## src/rtl/seg7_num_fmt.sv

```systemverilog
// Sequential binary-to-BCD formatter (shift-and-add-3, one bit per clock)
// driving per-digit 7-segment char_ids, with leading-zero blanking and saturation.
module seg7_num_fmt #(
    parameter int IN_W   = 11,
    parameter int DIGITS = 4
) (
    input  logic                clk27,
    input  logic                reset_n,
    input  logic                start,
    input  logic [IN_W-1:0]     value,
    input  logic                blank_lz,
    output logic                busy,
    output logic                done,
    output logic [4*DIGITS-1:0] char_ids,
    output logic                overflow
);

    // Enough BCD digits for any IN_W-bit value, and never fewer than DIGITS
    localparam int NB = (IN_W + 2) / 3;
    localparam int ND = (NB > DIGITS) ? NB : DIGITS;
    localparam int BW = 4 * ND;
    localparam int CW = $clog2(IN_W + 1);
    localparam logic [31:0] LIMIT = 32'(10 ** DIGITS);

    typedef enum logic [1:0] {
        IDLE,
        SHIFT,
        FMT
    } state_t;

    state_t state;
    state_t state_nx;

    logic [BW-1:0]       bcd;
    logic [BW-1:0]       bcd_adj;
    logic [IN_W-1:0]     shreg;
    logic [IN_W-1:0]     vlat;
    logic                blank_q;
    logic [CW-1:0]       cnt;
    logic                last_bit;
    logic                ov_nx;
    logic [4*DIGITS-1:0] fmt_ids;

    assign last_bit = (cnt == CW'(IN_W - 1));
    assign ov_nx    = (32'(vlat) >= LIMIT);

    always_ff @(posedge clk27) begin
        if (!reset_n) begin
            state <= IDLE;
        end else begin
            state <= state_nx;
        end
    end

    always_comb begin
        state_nx = state;
        unique case (state)
            IDLE:    if (start) state_nx = SHIFT;
            SHIFT:   if (last_bit) state_nx = FMT;
            FMT:     state_nx = IDLE;
            default: state_nx = IDLE;
        endcase
    end

    always_comb begin
        bcd_adj = bcd;
        for (int i = 0; i < ND; i++) begin
            if (bcd[4*i +: 4] >= 4'd5) begin
                bcd_adj[4*i +: 4] = bcd[4*i +: 4] + 4'd3;
            end
        end
    end

    // Scan from the MSD down; the LSD is always shown
    always_comb begin
        logic       seen;
        logic [3:0] d;
        seen    = 1'b0;
        d       = 4'd0;
        fmt_ids = '1;
        for (int i = DIGITS - 1; i >= 0; i--) begin
            d = bcd[4*i +: 4];
            if (ov_nx) begin
                fmt_ids[4*i +: 4] = 4'h9;
            end else if (blank_q && !seen && d == 4'd0 && i != 0) begin
                fmt_ids[4*i +: 4] = 4'hF;
            end else begin
                fmt_ids[4*i +: 4] = d;
                seen = 1'b1;
            end
        end
    end

    always_ff @(posedge clk27) begin
        if (!reset_n) begin
            busy     <= 1'b0;
            done     <= 1'b0;
            char_ids <= '1;
            overflow <= 1'b0;
            bcd      <= '0;
            shreg    <= '0;
            vlat     <= '0;
            blank_q  <= 1'b0;
            cnt      <= '0;
        end else begin
            done <= 1'b0;
            unique case (state)
                IDLE: begin
                    if (start) begin
                        vlat    <= value;
                        shreg   <= value;
                        blank_q <= blank_lz;
                        bcd     <= '0;
                        cnt     <= '0;
                        busy    <= 1'b1;
                    end
                end
                SHIFT: begin
                    {bcd, shreg} <= {bcd_adj, shreg} << 1;
                    cnt          <= cnt + 1'b1;
                end
                FMT: begin
                    char_ids <= fmt_ids;
                    overflow <= ov_nx;
                    done     <= 1'b1;
                    busy     <= 1'b0;
                end
                default: begin
                    busy <= 1'b0;
                end
            endcase
        end
    end

endmodule
```

## config.mk

```make
export PLATFORM = sky130hd
export DESIGN_NAME = seg7_num_fmt
export DESIGN_NICKNAME = d
export VERILOG_FILES = /design/src/rtl/seg7_num_fmt.sv
export SDC_FILE = /design/constraint.sdc
export NUM_CORES = 1
export LEC_CHECK = 0
export BUFFER_PORTS_ARGS = -buffer_cell sky130_fd_sc_hd__buf_2
export CORE_MARGIN = 4
export CORE_UTILIZATION = 57
export CTS_CLUSTER_SIZE = 25
export DETAILED_ROUTE_END_ITERATION = 8
export PLACE_DENSITY = 0.79
export SYNTH_ARGS = -nofsm -noshare
export SYNTH_HDL_FRONTEND = slang
export SYNTH_SLANG_ARGS = --single-unit
```

## constraint.sdc

```tcl
create_clock -name clk27 -period 1.96 [get_ports clk27]
set_input_delay 0.392 -clock clk27 [delete_from_list [all_inputs] [get_ports clk27]]
set_output_delay 0.392 -clock clk27 [all_outputs]
set_load 0.05 [all_outputs]
```

==> Word-level counts from Yosys, hierarchy flattened <==
Cells that the tools add are included.
{ "word_totals": {"register_bits": 52, "inputBits": 15, "output_inout_bits": 19, "wordCells": 59} }
{ "op_classes": {"n_addsub": 5, "n_lt_le_gt_ge": 4, "n_eq_ne": 5, "n_mux": 21, "bitwise_logic": 1, "reduce_logical": 15} }
{ "op_table": {"columns": ["op", "n"], "rows": [
  ["16-bit one-hot mux with 2 select lines", 1],
  ["4-bit two-way mux", 7],
  ["11-bit one-hot mux with 2 select lines", 1],
  ["4-bit by 3-bit >= comparator with 1-bit output (second input constant)", 4],
  ["16-bit two-way mux", 1],
  ["4-bit by 2-bit adder with 4-bit output (second input constant)", 3],
  ["4-bit zero test", 3],
  ["11-bit two-way mux", 1],
  ["4-bit one-hot mux with 2 select lines", 1],
  ["2-bit AND reduction", 4],
  ["1-bit logical AND", 5],
  ["4-bit by 1-bit adder with 4-bit output (second input constant)", 1],
  ["4-bit == test (second input constant)", 1],
  ["1-bit two-way mux", 4],
  ["2-bit two-way mux", 2],
  ["2-bit != test (second input constant)", 2],
  ["2-bit one-hot mux with 2 select lines", 1],
  ["3-bit by 2-bit adder with 3-bit output (second input constant)", 1],
  ["3-bit two-way mux", 1],
  ["2-bit by 1-bit == test with 1-bit output (second input constant)", 1],
  ["2-bit == test (second input constant)", 1],
  ["2-bit zero test", 1],
  ["1-bit one-hot mux with 2 select lines", 1],
  ["2-bit nonzero test", 1],
  ["2 further kinds", 2]
]} }

==> Depth between registers and ports, before layout <==
{ "depth": {"depth_word": 9, "ltp_mapped": 6} }

==> Worst setup path after synthesis <==
Ideal clock, no wire load.
{ "synth_timing": {"path_type": "flip-flop to flip-flop", "start": "register bcd[4]", "end": "register bcd[8]", "setup_time_ns": 0.070, "arrival_ns": 1.296, "setup_slack_ns": 0.593, "path_stages_with_launch": 6, "n_path_buf": 0, "cell_sequence": "dfxtp_1 -> inv_1 -> ha_1 -> nand2b_1 -> or4b_1 -> a21boi_1"} }
{ "synth_via": {"elab_chain_len": 3} }
{ "synth_rtl": {"columns": ["element", "line_no", "source"], "rows": [
  ["start: declaration", "34", "logic [BW-1:0] bcd;"],
  ["start signal: assignment", "119", "{bcd, shreg} <= {bcd_adj, shreg} << 1;"],
  ["4-bit by 2-bit adder with 4-bit output / 4-bit by 3-bit >= comparator with 1-bit output (equally long branches)", "69, 68", null],
  ["4-bit two-way mux (*)", "68", "if (bcd[4*i +: 4] >= 4'd5) begin"],
  ["16-bit one-hot mux with 2 select lines (*)", "107", "unique case (state)"]
]} }
Every way passes the cells marked *; elsewhere a longest branch is shown, timed or not.
A chain may end at the register's enable or synchronous reset.

==> Worst setup path in the final report <==
{ "layout_timing": {"start": "register bcd[12]", "end": "register char_ids[4]"} }
{ "layout_via": {"elab_chain_len": 9} }
{ "layout_rtl": {"columns": ["element", "line_no", "source"], "rows": [
  ["4-bit zero test (*)", "85", "end else if (blank_q && !seen && d == 4'd0 && i != 0) begin"],
  ["1-bit logical AND (*)", "85", null],
  ["1-bit logical AND (2 in a row)", "85", null],
  ["1-bit two-way mux (*)", "85", null],
  ["1-bit zero test (*)", "85", null],
  ["1-bit logical AND (*) (2 in a row)", "85", null],
  ["4-bit two-way mux (*)", "85", null],
  ["end signal: assignment", "123", "char_ids <= fmt_ids;"],
  ["end: declaration", "14", "output logic [4*DIGITS-1:0] char_ids,"]
]} }
Marks and branches as above.

==> impl_metrics.toml <==
[outcome]
run_status = "complete, no violations"

[synthesis]
synthesis.instances = 297
synth_warnings = 0
ys_seq_elements = 52
synth_seq_area_share_pct = 38.7
synth.lib_cells_used.distinct = 54
synth-edff-count = 0
postSynthAreaPerCell_um2 = 9.06
synth_area_um2 = 2690
synth-main-ff-cell = "sky130_fd_sc_hd__dfxtp_1"
postSynth.asyncResetShare_pct = 0
postSynthNetCount = 325

[flow_run]
drv_cap = 0

[setup_path]
worst_setup_path_start_kind = "flip-flop"
largest_fanout_on_the_critical_path = 11
worstPathArrival_ns = 1.82
cp.required_ns = 2.20
worst_r2r_path_depth = 5
critical_path.endpoint_type = "flip-flop"
setup.worst_path.class = "reg -> reg"
reg2reg_from = "bcd[12]"
cp-startpoint = "bcd[12]"

[grt]
grt_antenna_before_repair = 0
globalRoute.totalOverflow = 0
grt_start_max_net_pins = 35
first_global_vias = 2151
gr-usage-all-layers_pct = 20.2
first_pass_grt_wire_length_um = 9960

[timing]
setup_ws_ns = 0.376
period_minus_slack_ns = 1.58
finalHoldViolations = 0
max_freq_mhz = 631
grt_setup_unrepaired = "no"
setup-tns-final_ns = 0
fin_crit_sh_pct = 80.8
worstMarginPinSlew_ns = 0.524
timing.final.max_slew_violations = 0
final.setup_skew_ns = 0.00526
relSlewSlack_pct = 65.1
finalSetupViolations = 0

[hold_path]
timing.hold.worst.start = "blank_lz"
timing.hold.worst_path_depth = 3
kind_of_path_behind_the_tightest_hold_check = "in -> reg"

[route]
drt_wl_total_um = 5670
antenna_violating_nets_post_route = 0
drt_pre_antenna_iters = 4
via_per_inst = 5.98
drt_iter0_markers = 157
wl_per_cell_um = 15.4
drc = 0
routed-via-count = 2208

[power_and_ir_drop]
p_comb_share_pct = 9.4
power.share.switching_pct = 24.8
netSwitchingPower_w = 0.000476
seq_power_share_pct = 57.5
p_int_w = 0.00144
ir_drop_v = 0.000358
clkPwrFrac_pct = 33.1
power.density_nw_per_um2 = 660
power.leakage_nw = 1.09

[clock_network]
postCtsSetupBuffers = 0
clock_latency_ns = 0.31
clock_path_buffers = 2
cts_root_buf = "sky130_fd_sc_hd__clkbuf_8"
cts_hold_buf = 0
cts_tree = "done"
cts.sink_count = 52
post_cts_resized = 0
worst_setup_hold_path_clk_slew_ns = 0.09
cts_made_buffers = 5
htree_levels = 2

[floorplan]
die_h_um = 76.7
die_w_um = 76.7
initial_cell_density_of_the_core_pct = 60.2
floorplan.core_area_um2 = 4470
num_io_pins = 34
core.rowCount = 24
design.die.area_um2 = 5890

[final_layout]
post-route-util_pct = 65.0
fin_nets = 344
insertedDiodeCount = 0
area_growth_syn_to_layout_pct = 8.04
final_layout_size_suffix_gt1_share_pct = 20.2

[placed_design]
place.port_buffers = 32
dpl.hpwl_um = 3850
gp_congestion = 0.756
dpl_worst_slack_ns = 0.379
metal layers:
layer / wire, um / global-route usage (%)
met1: 2740 / 25.8
met5: 0 / 0
met2: 2650 / 33.6
met4: 75 / 6.52
met3: 198 / 4.45
state kept, by name, indices dropped and copies added (netlist names):
| name | flops |
|---|---|
| bcd | 16 |
| blank_q | 1 |
| busy | 1 |
| char_ids | 16 |
| cnt | 4 |
| done | 1 |
| shreg | 11 |
| state | 2 |
worst max-delay path: stages (launching register included):
cell and delay (ns):
sky130_fd_sc_hd__dfxtp_1 0.35, sky130_fd_sc_hd__inv_1 0.13, sky130_fd_sc_hd__ha_1 0.15, sky130_fd_sc_hd__and4bb_1 0.47
sky130_fd_sc_hd__nand4_2 0.17, sky130_fd_sc_hd__a41oi_1 0.23
Yosys cell counts, types with 2 or more instances:
cell	count	area [um^2]
sky130_fd_sc_hd__dfxtp_1	52	1040
sky130_fd_sc_hd__nand3_1	22	110
sky130_fd_sc_hd__nor2_1	19	71.3
sky130_fd_sc_hd__ha_1	13	163
sky130_fd_sc_hd__o21ai_1	13	65.1
sky130_fd_sc_hd__inv_1	12	45.0
sky130_fd_sc_hd__buf_2	11	55.1
sky130_fd_sc_hd__nand2_1	11	41.3
sky130_fd_sc_hd__nand2b_1	11	68.8
sky130_fd_sc_hd__o211ai_1	11	82.6
sky130_fd_sc_hd__o21ai_0	9	45.0
sky130_fd_sc_hd__a2111o_1	8	90.1
sky130_fd_sc_hd__clkbuf_1	8	30.0
sky130_fd_sc_hd__a21boi_1	7	52.6
sky130_fd_sc_hd__o221a_2	7	78.8
sky130_fd_sc_hd__a21oi_1	5	25.0
sky130_fd_sc_hd__a2bb2oi_1	5	43.8
sky130_fd_sc_hd__buf_4	5	37.5
sky130_fd_sc_hd__a211oi_1	4	30.0
sky130_fd_sc_hd__a41oi_1	4	35.0
sky130_fd_sc_hd__nor2b_1	4	25.0
sky130_fd_sc_hd__nor3_1	4	20.0
sky130_fd_sc_hd__nor3b_1	4	30.0
sky130_fd_sc_hd__nor4b_1	4	35.0
sky130_fd_sc_hd__or2_2	4	25.0
sky130_fd_sc_hd__a31oi_1	3	18.8
sky130_fd_sc_hd__buf_6	3	33.8
sky130_fd_sc_hd__o221ai_1	3	26.3
sky130_fd_sc_hd__o31ai_1	3	22.5
sky130_fd_sc_hd__a21boi_0	2	15.0
sky130_fd_sc_hd__and2_1	2	12.5
sky130_fd_sc_hd__o22a_1	2	17.5
layout make-up:
cell class | instances | area [um^2]
inverters | 13 | 48.8
repair buffers | 40 | 220
well taps | 52 | 65.1
clock buffers | 6 | 82.6
fillers | 361 | 1570
multi-input cells | 204 | 1440
flip-flops and latches | 52 | 1040
clock inverters | 2 | 10.0
final timing paths:
check	slack, ns	endpoint
setup / recovery	0.38	char_ids[4]
setup reg to reg	0.38	char_ids[4]
hold reg to reg	0.45	busy
hold / removal	0.34	blank_q
metrics by stage:
| step | hold WS, ns | cell area, um^2 | instances | power, W |
|---|---|---|---|---|
| floorplan | 0.452 | 2690 | 297 | 0.00127 |
| global placement | 0.435 | 2820 | 361 | 0.00131 |
| detailed placement | 0.438 | 2820 | 361 | 0.00131 |
| CTS | 0.336 | 2910 | 369 | 0.00193 |
| global route | 0.343 | 2910 | 369 | 0.00200 |
| finish | 0.339 | 2910 | 369 | 0.00192 |
placed cells by master, fill, tap and decap left out, types with 5 or more instances in the layout:
cell / synthesis / layout
sky130_fd_sc_hd__o21ai_1: 13 / 13
sky130_fd_sc_hd__a21boi_1: 7 / 7
sky130_fd_sc_hd__ha_1: 13 / 13
sky130_fd_sc_hd__nand3_1: 22 / 22
sky130_fd_sc_hd__nor2_1: 19 / 19
sky130_fd_sc_hd__inv_1: 12 / 12
sky130_fd_sc_hd__o211ai_1: 11 / 11
sky130_fd_sc_hd__a2111o_1: 8 / 8
sky130_fd_sc_hd__a2bb2oi_1: 5 / 5
sky130_fd_sc_hd__o221a_2: 7 / 7
sky130_fd_sc_hd__clkbuf_8: 0 / 6
sky130_fd_sc_hd__a21oi_1: 5 / 5
sky130_fd_sc_hd__o21ai_0: 9 / 9
sky130_fd_sc_hd__nand2_1: 11 / 11
sky130_fd_sc_hd__buf_4: 5 / 8
sky130_fd_sc_hd__dfxtp_1: 52 / 52
sky130_fd_sc_hd__buf_2: 11 / 32
sky130_fd_sc_hd__nand2b_1: 11 / 11
power groups by stage:
| stage | clock network [W] | registers [W] | logic [W] |
|---|---|---|---|
| CTS | 0.000643 | 0.00110 | 0.000181 |
| floorplan | 0 | 0.00113 | 0.000140 |
| global route | 0.000694 | 0.00111 | 0.000199 |
| detailed placement | 0 | 0.00113 | 0.000179 |
| finish | 0.000635 | 0.00110 | 0.000180 |
| global placement | 0 | 0.00113 | 0.000178 |
kinds of logic after synthesis:
logic type | count (synthesis) | share of synthesized area, %
mux | 1 | 0.372
fa+ha+maj | 13 | 6.04
xor+xnor | 1 | 0.325
compound gates | 91 | 25.6
simple gates | 97 | 21.1
other cells | 1 | 0.139
flops | 52 | 38.7
buf+inv | 41 | 7.81
Note: power is estimated with default switching activity, not from simulation.
